### config.mk
export PLATFORM = sky130hd
export DESIGN_NAME = spi_frame_main
export DESIGN_NICKNAME = d
export VERILOG_FILES = /design/src/rtl/spi_pkg.sv /design/src/rtl/spi_clk_gen.sv /design/src/rtl/spi_frame_main.sv
export SDC_FILE = /design/constraint.sdc
export NUM_CORES = 2
export LEC_CHECK = 0
export CAP_MARGIN = 15
export CORE_MARGIN = 3
export CORE_UTILIZATION = 30
export CTS_CLUSTER_SIZE = 10
export DETAILED_ROUTE_END_ITERATION = 10
export SYNTH_ARGS = -nofsm -noshare
export SYNTH_HDL_FRONTEND = slang
export SYNTH_HIERARCHICAL = 1
export SYNTH_SLANG_ARGS = --single-unit
### constraint.sdc
create_clock -name clk -period 67.4 [get_ports clk]
set_input_delay 6.74 -clock clk [delete_from_list [all_inputs] [get_ports clk]]
set_output_delay 6.74 -clock clk [all_outputs]
set_load 0.05 [all_outputs]
### src/rtl/spi_pkg.sv
// Shared types and constants for the SPI frame master.
package spi_pkg;

  // Width of the SCLK half-period divider counter (DIV up to 255).
  localparam int DIV_W = 8;

  typedef enum logic [2:0] {
    S_IDLE  = 3'd0,
    S_SETUP = 3'd1,
    S_SHIFT = 3'd2,
    S_HOLD  = 3'd3,
    S_DONE  = 3'd4
  } state_t;

endpackage

### src/rtl/spi_clk_gen.sv
// SCLK timebase: counts DIV clk cycles per half-period while enabled and
// emits single-cycle strobes in the last cycle of each half. `lead` ends an
// idle half (sclk about to go active), `trail` ends an active half.
module spi_clk_gen
  import spi_pkg::*;
#(
  parameter int DIV = 1
) (
  input  logic clk,
  input  logic rst,
  input  logic en,
  output logic lead,
  output logic trail
);

  logic [DIV_W-1:0] cnt;
  logic             phase;  // 0: idle half, 1: active half
  logic             tick;

  assign tick  = en && (cnt == DIV_W'(DIV - 1));
  assign lead  = tick && !phase;
  assign trail = tick && phase;

  // Half-period counter; restarts in the idle phase whenever disabled so
  // every frame begins with a full idle half (the SETUP window).
  always_ff @(posedge clk or posedge rst) begin
    if (rst) begin
      cnt   <= '0;
      phase <= 1'b0;
    end else if (!en) begin
      cnt   <= '0;
      phase <= 1'b0;
    end else if (tick) begin
      cnt   <= '0;
      phase <= ~phase;
    end else begin
      cnt <= cnt + 1'b1;
    end
  end

endmodule

### src/rtl/spi_frame_main.sv
// SPI frame master (CPHA=0): sends up to WIDTH bits from a left-aligned tx
// word and returns the received bits right-aligned in rx.
// Optional build macro SPI_FRAME_LSB_FIRST_EN switches transmit order to
// LSB first (tx bit WIDTH-len upward); default is MSB first.
module spi_frame_main
  import spi_pkg::*;
#(
  parameter  int WIDTH = 258,
  parameter  int DIV   = 1,
  parameter  bit CPOL  = 1'b0,
  localparam int LEN_W = $clog2(WIDTH + 1)
) (
  input  logic             clk,
  input  logic             rst,
  input  logic             start,
  input  logic [LEN_W-1:0] len,
  input  logic [WIDTH-1:0] tx,
  output logic [WIDTH-1:0] rx,
  output logic             busy,
  output logic             done,
  output logic             cs_n,
  output logic             sclk,
  output logic             mosi,
  input  logic             miso
);

  state_t           state;
  logic [LEN_W-1:0] len_c;
  logic [LEN_W-1:0] len_q;
  logic [LEN_W-1:0] bit_cnt;
  logic [WIDTH-1:0] tx_sr;
  logic [WIDTH-1:0] tx_ld;
  logic [WIDTH-1:0] tx_nxt;
  logic [WIDTH-1:0] rx_sh;
  logic [WIDTH-1:0] rx_nxt;
  logic             lead;
  logic             trail;
  logic             last_bit;

  // Oversized lengths run a full-width frame.
  assign len_c = (len > LEN_W'(WIDTH)) ? LEN_W'(WIDTH) : len;

  // The wire bit is always the end of tx_sr that the shift moves toward.
`ifdef SPI_FRAME_LSB_FIRST_EN
  assign tx_ld  = tx >> (LEN_W'(WIDTH) - len_c);
  assign tx_nxt = tx_sr >> 1;
  assign mosi   = tx_sr[0];
`else
  assign tx_ld  = tx;
  assign tx_nxt = tx_sr << 1;
  assign mosi   = tx_sr[WIDTH-1];
`endif

  // Received bits enter at the bottom, so the first bit ends at rx[len-1].
  assign rx_nxt   = {rx_sh[WIDTH-2:0], miso};
  assign last_bit = (bit_cnt == len_q - LEN_W'(1));

  spi_clk_gen #(.DIV(DIV)) u_clk_gen (
    .clk   (clk),
    .rst   (rst),
    .en    (busy),
    .lead  (lead),
    .trail (trail)
  );

  // Frame sequencer. The last bit's idle half doubles as HOLD, so the frame
  // spans SETUP + 2*len halves + HOLD minus one overlap = DIV*(2*len+1).
  always_ff @(posedge clk or posedge rst) begin
    if (rst) begin
      state   <= S_IDLE;
      cs_n    <= 1'b1;
      sclk    <= CPOL;
      busy    <= 1'b0;
      done    <= 1'b0;
      rx      <= '0;
      len_q   <= '0;
      bit_cnt <= '0;
      tx_sr   <= '0;
      rx_sh   <= '0;
    end else begin
      done <= 1'b0;
      case (state)
        S_IDLE: begin
          if (start) begin
            len_q   <= len_c;
            bit_cnt <= '0;
            rx_sh   <= '0;
            if (len_c == '0) begin
              // Empty frame: report completion without touching the bus.
              state <= S_DONE;
              done  <= 1'b1;
              rx    <= '0;
            end else begin
              state <= S_SETUP;
              cs_n  <= 1'b0;
              busy  <= 1'b1;
              tx_sr <= tx_ld;
            end
          end
        end
        S_SETUP: begin
          if (lead) begin
            state <= S_SHIFT;
            sclk  <= ~CPOL;
            rx_sh <= rx_nxt;
          end
        end
        S_SHIFT: begin
          if (lead) begin
            sclk  <= ~CPOL;
            rx_sh <= rx_nxt;
          end else if (trail) begin
            sclk <= CPOL;
            if (last_bit) begin
              state <= S_HOLD;
            end else begin
              bit_cnt <= bit_cnt + LEN_W'(1);
              tx_sr   <= tx_nxt;
            end
          end
        end
        S_HOLD: begin
          if (lead) begin
            state <= S_DONE;
            cs_n  <= 1'b1;
            busy  <= 1'b0;
            done  <= 1'b1;
            rx    <= rx_sh;
            tx_sr <= '0;
          end
        end
        S_DONE: begin
          state <= S_IDLE;
        end
        default: begin
          state <= S_IDLE;
        end
      endcase
    end
  end

endmodule

# [After elaboration in Yosys (flattened, before gate mapping)]
# Cells that the tools add are included.
[word_totals] elab_cells=101 ff_bits=808 inputBits=271
[classes] eq_ne=16 muxes=47 add_sub_neg=3 magnitude_cmp=1 reduce_logical=21 bitwise_logic=1
[ops] operator="258-bit two-way mux" n=11
[ops] operator="258-bit case mux with 2 select lines" n=2
[ops] operator="258-bit case mux with 3 select lines" n=1
[ops] operator="9-bit two-way mux" n=5
[ops] operator="3-bit two-way mux" n=7
[ops] operator="2-bit != test (second input constant)" n=9
[ops] operator="9-bit case mux with 2 select lines" n=1
[ops] operator="8-bit two-way mux" n=2
[ops] operator="1-bit two-way mux" n=13
[ops] operator="3-bit case mux with 4 select lines" n=1
[ops] operator="9-bit by 1-bit adder with 9-bit output (second input constant)" n=1
[ops] operator="9-bit equality test" n=1
[ops] operator="9-bit greater-than comparator (second input constant)" n=1
[ops] operator="9-bit logical NOT" n=1
[ops] operator="9-bit by 1-bit subtractor with 9-bit output (second input constant)" n=1
[ops] operator="8-bit by 1-bit adder with 8-bit output (second input constant)" n=1
[ops] operator="8-bit logical NOT" n=1
[ops] operator="1-bit case mux with 2 select lines" n=4
[ops] operator="4-bit AND reduction" n=2
[ops] operator="2-bit nonzero test" n=4
[ops] operator="7-bit AND reduction" n=1
[ops] operator="3-bit by 2-bit equality test with 1-bit output (second input constant)" n=2
[ops] operator="3-bit AND reduction" n=2
[ops] operator="6-bit AND reduction" n=1
[ops] operator="11 further kinds" n=14

# [Logic depth before layout (Yosys ltp)]
[logic_depth] word_depth=6 ltp_mapped=12 mapped_depth_nobuf=10

# [By module]
# The synthesis kept the hierarchy.
[by_module_without_submodules] mod="spi_frame_main" area_each_um2=33455.8 cells_per_inst=2729 n_inst=1 seq_area_each_um2=19995.4
[by_module_without_submodules] mod="spi_clk_gen" area_each_um2=454.2 cells_per_inst=49 n_inst=1 seq_area_each_um2=225.2

# [Worst setup path before layout]
# Ideal clock, no wire load.
[synth_path] path_type="input port to flip-flop" startpoint="input port len[7]" endpoint="register rx[0]" cell_stages=8 setup_ps=121 required_time_ps=67279 setup_slack_ps=58989 arrival_time_ps=8290 path_buffers=3 cell_sequence="nor4_1 > nand3_1 > nand3b_1 > a21o_1 > clkbuf_1 > clkbuf_1 > clkbuf_1 > a22o_1"
[synth_via] elab_chain_cells=5
[synth_rtl] item="from (decl)" line="spi_frame_main.sv:16" rtl="input logic [LEN_W-1:0] len,"
[synth_rtl] item="9-bit greater-than comparator" line="spi_frame_main.sv:41" rtl="assign len_c = (len > LEN_W'(WIDTH)) ? LEN_W'(WIDTH) : len;"
[synth_rtl] item="9-bit two-way mux (*)" line="spi_frame_main.sv:41"
[synth_rtl] item="9-bit logical NOT (*)" line="spi_frame_main.sv:88" rtl="if (len_c == '0) begin"
[synth_rtl] item="2-bit != test (no source line) (*)"
[synth_rtl] item="4-bit AND reduction (no source line) (*)"
[synth_rtl] item="to (signal assigned)" line="spi_frame_main.sv:128" rtl="rx <= rx_sh;"
[synth_rtl] item="to (decl)" line="spi_frame_main.sv:18" rtl="output logic [WIDTH-1:0] rx,"
# Mark *: on every way between the ends. The rest lies on a longest branch, timed or not.
# A chain may end at the register's enable or synchronous reset.

==> implementation parameters <==
Parameter                              Value

Logic synthesis
  Dominant combinational cell family by area after synthesis    compound AO/OA/AOI/OAI gates
  Unique cell type count in the Yosys netlist    47
  Warnings, synthesis    6
  Number of storage elements in the synthesis netlist    808
  Ranking of synthesized cells by instance count    dfrtp_1 (807), nand2_1 (539), a22o_1 (519), o21ai_0 (271), mux2_4 (219)
  Post-Syn Area    33910 um^2
  Dominant cell by count in the synthesized netlist    dfrtp_1
  Complex-gate fraction of the synthesized area    17.94%
  Mux cell area share after synthesis    11.05%
  Xor-xnor portion of the synthesized cell area    0.4834%
  Gate count of the mapped netlist    2778
  Top cells by area in the synthesized netlist    dfrtp_1 (60%), a22o_1 (13%), mux2_4 (9.7%)
  Avg Cell Area, Syn    12.21 um^2
  Portion of the post-synthesis area used by sequential elements    59.63%
  Count of flip-flops with a built-in enable after synthesis    0
  Simple-gate area share of the yosys netlist    7.343%
  Post-synth net total    3053
  Asr flop ratio synth    100.0%
  Adder-cell share of the synthesized area    0.1476%
  Area fraction of the dominant cell type after synthesis    59.55%
  Top flip-flop cell by instance count after synthesis    dfrtp_1
  Leading area contributor after synthesis    dfrtp_1

Pwr
  Fraction of power consumed by combinational cells    39.3%
  Share of total power consumed by net switching    35.76%
  Total power density per cell area    41.58 nW/um^2
  Power Internal    1153 uW
  Static leakage power    0.01892 uW
  Switching power    642.1 uW
  Part of the total power dissipated in the clock network    26.0%
  Peak supply drop    52.24 uV
  Share of total power in sequential cells    34.8%

Floorplanning
  DIE HEIGHT    342.2 um
  Number of I/O pins    534
  Core area    111400 um^2
  Total die area    117100 um^2
  Starting utilization of the core area    30.43%
  Die Wd    342.2 um
  Floorplan row count    122

CTS
  Htree depth    3
  Clk Latency, worst-skew pair    0.68 ns
  TritonCTS buffer count    95
  Root cell of the clock tree    clkbuf_16
  Clock tree from TritonCTS    built
  Post-CTS resize count    0
  Clk sinks    808
  Number of hold buffers added after cts    0
  Maximum buffer depth of the clock tree    3
  Clock Pin Slew Worst Setup and Hold Paths    0.05 ns
  Post-CTS Setup Bufs    0

Timing
  Fmax    86.30 MHz
  Clock tree skew after final layout    0.04738 ns
  Number of failing setup endpoints in the final timing report    0
  Final worst-path cycle share    17.19%
  Pin slew with the least headroom to its limit    1.188 ns
  Fin crit period    11.59 ns
  Unrepaired setup endpoints after global routing    false
  Hold Fails Final Rpt    0
  Final Max Slew Viols    0
  Worst slew margin relative to its limit    20.78%
  Total Negative Setup Slacks    0 ns

Hold path
  Worst hold start    tx_sr[31]
  Class of the tightest hold or removal check    flip-flop to flip-flop

Global routing
  Vias in the first global route    23430
  Maximum number of pins on one net before global-route repair    276
  Total grt overflow    0
  GRT Resource Usage Total    15.54%
  Initial antenna violation count    19
  Global-route wire length before repair    144400 um

Routing
  Via density per instance    4.843
  Pre-antenna DRT Iters    5
  Number of vias in the routed layout    22930
  Total Wirelength    93120 um
  Routed length per instance    19.67 um
  Remaining design rule violation count    0
  Number of DRC markers in iteration 0    1330
  Remaining number of nets flagged by the antenna check after routing    0

Final layout
  Non-Filler Cell Area, Final    43180 um^2
  Number of fill cells in the layout    10680
  Total number of nets in the final design    3476
  Fraction of final layout cells sized beyond drive strength 1    11.61%
  Final std cells w/o fill    4734
  Layout area overhead    27.32%

Run status
  Outcome    completed

Critical path
  Worst setup path category    input port to asynchronous set/reset pin
  Sort of element at the end of the critical path    asynchronous set/reset pin
  Arrival time worst endpoint    12.24 ns
  Critical path startpoint category    input port
  Critical R2R Launch    u_clk_gen/cnt[0]
  Data required time of the worst path    68.05 ns
  Critical Path Start    rst
  Maximum fanout count along the critical path    119

Placement
  Half-perimeter wire length of the detailed placement result    58670 um
  Number of cells after detailed placement    4592
  Number of input and output port buffers inserted    533
  Gpl congestion    0.7917
  Placed cell areas    40380 um^2

Job
  Total of max-cap violations    0
-- power groups by stage --
stage | clock, uW | sequential [uW] | combinational, uW
2_1_floorplan | 0 | 622 | 584
3_3_place_gp | 0 | 629 | 703
3_5_place_dp | 0 | 631 | 710
4_1_cts | 484 | 624 | 715
5_1_grt | 503 | 634 | 767
6_report | 466 | 624 | 705
-- placed cells by master, fill, tap and decap left out, drive strengths merged, types with 2 or more instances in the layout --
| cell | Yosys | final |
|---|---|---|
| a21o | 2 | 2 |
| a21oi | 10 | 10 |
| a22o | 519 | 519 |
| a31oi | 2 | 2 |
| buf | 45 | 29 |
| clkbuf | 191 | 121 |
| clkdlybuf4s50 | 0 | 533 |
| clkinv | 0 | 12 |
| dfrtp | 807 | 807 |
| diode | 0 | 8 |
| ha | 4 | 4 |
| inv | 18 | 19 |
| mux2 | 258 | 258 |
| mux2i | 2 | 2 |
| nand2 | 539 | 539 |
| nand2b | 7 | 7 |
| nand3 | 12 | 12 |
| nand3b | 4 | 4 |
| nand4 | 7 | 7 |
| nor2 | 17 | 17 |
| nor2b | 4 | 4 |
| nor3 | 5 | 5 |
| nor4 | 7 | 7 |
| o211ai | 2 | 2 |
| o21a | 2 | 2 |
| o21ai | 272 | 272 |
| or3 | 9 | 9 |
| or4 | 3 | 3 |
| xnor2 | 6 | 6 |
| xor2 | 10 | 10 |
-- stage by stage --
stage	worst slack (ns)	hold slack [ns]	utilization, %	total power [uW]
final	55.81	0.4828	38.75	1795
after global routing	54.91	0.4962	38.73	1904
after CTS	55.49	0.4876	38.73	1823
after detailed placement	54.77	0.4756	36.24	1341
after global placement	54.75	0.4677	36.24	1332
after floorplan	38.22	0.4507	-	1206
-- cells by family (layout without fill, tap and decap cells) --
logic type,after synthesis,count (layout)
AO/OA/AOI/OAI,817,817
XOR/XNOR,17,17
adder cells (fa/ha/maj),4,4
buffers and inverters,254,714
flip-flops,808,808
multiplexers,260,260
other,0,8
AND/OR/NAND/NOR,618,618
-- metal layers --
| metal | vias up | part of all wire, % | global-route usage, % |
|---|---|---|---|
| met5 | - | 0.15 | 0 |
| met4 | 20 | 2.3 | 4.213 |
| met3 | 139 | 9.7 | 6.603 |
| met2 | 558 | 44 | 22.90 |
| met1 | 11460 | 44 | 20.88 |
| li1 | 10750 | - | - |
-- sequential cells by signal, summed over array words and instances (netlist names) --
| name | cells |
|---|---|
| u_clk_gen/cnt | 8 |
| cs_n | 1 |
| state | 3 |
| rx | 258 |
| len_q | 9 |
| u_clk_gen/phase | 1 |
| bit_cnt | 9 |
| busy | 1 |
| tx_sr | 258 |
| done | 1 |
| rx_sh | 258 |
| sclk | 1 |
-- final cells by class --
| cell class | count | area (um^2) | area share, % |
|---|---|---|---|
| diodes | 8 | 20.02 | 0.04637 |
| clock buffers | 121 | 2555 | 5.918 |
| clock inverters | 13 | 219.0 | 0.5071 |
| inverters | 18 | 75.07 | 0.1739 |
| multi-input cells | 1716 | 12580 | 29.14 |
| flip-flops and latches | 808 | 20220 | 46.83 |
| well taps | 1488 | 1862 | 4.312 |
| repair buffers | 562 | 5640 | 13.06 |
-- worst max-delay path, stage by stage --
cell	delay (ns)
clkdlybuf4s50_1	0.51
inv_8	0.59
buf_4	0.87
buf_4	0.80
buf_4	0.87
buf_4	0.82
buf_4	0.79
-- worst paths after layout --
kind                                    endpoint  slack, ns  depth (start not counted)
worst max-delay path                  rx_sh[105]      55.81                          7
worst min-delay path                   tx_sr[31]       0.48                          1
worst max register to register          tx_sr[4]      62.14                         12
worst min register to register         tx_sr[31]       0.48                          1
max in group clk                        tx_sr[4]      56.94                          9
min in group asynchronous       u_clk_gen/cnt[1]       6.54                          2
(Power assumes the default switching activity.)
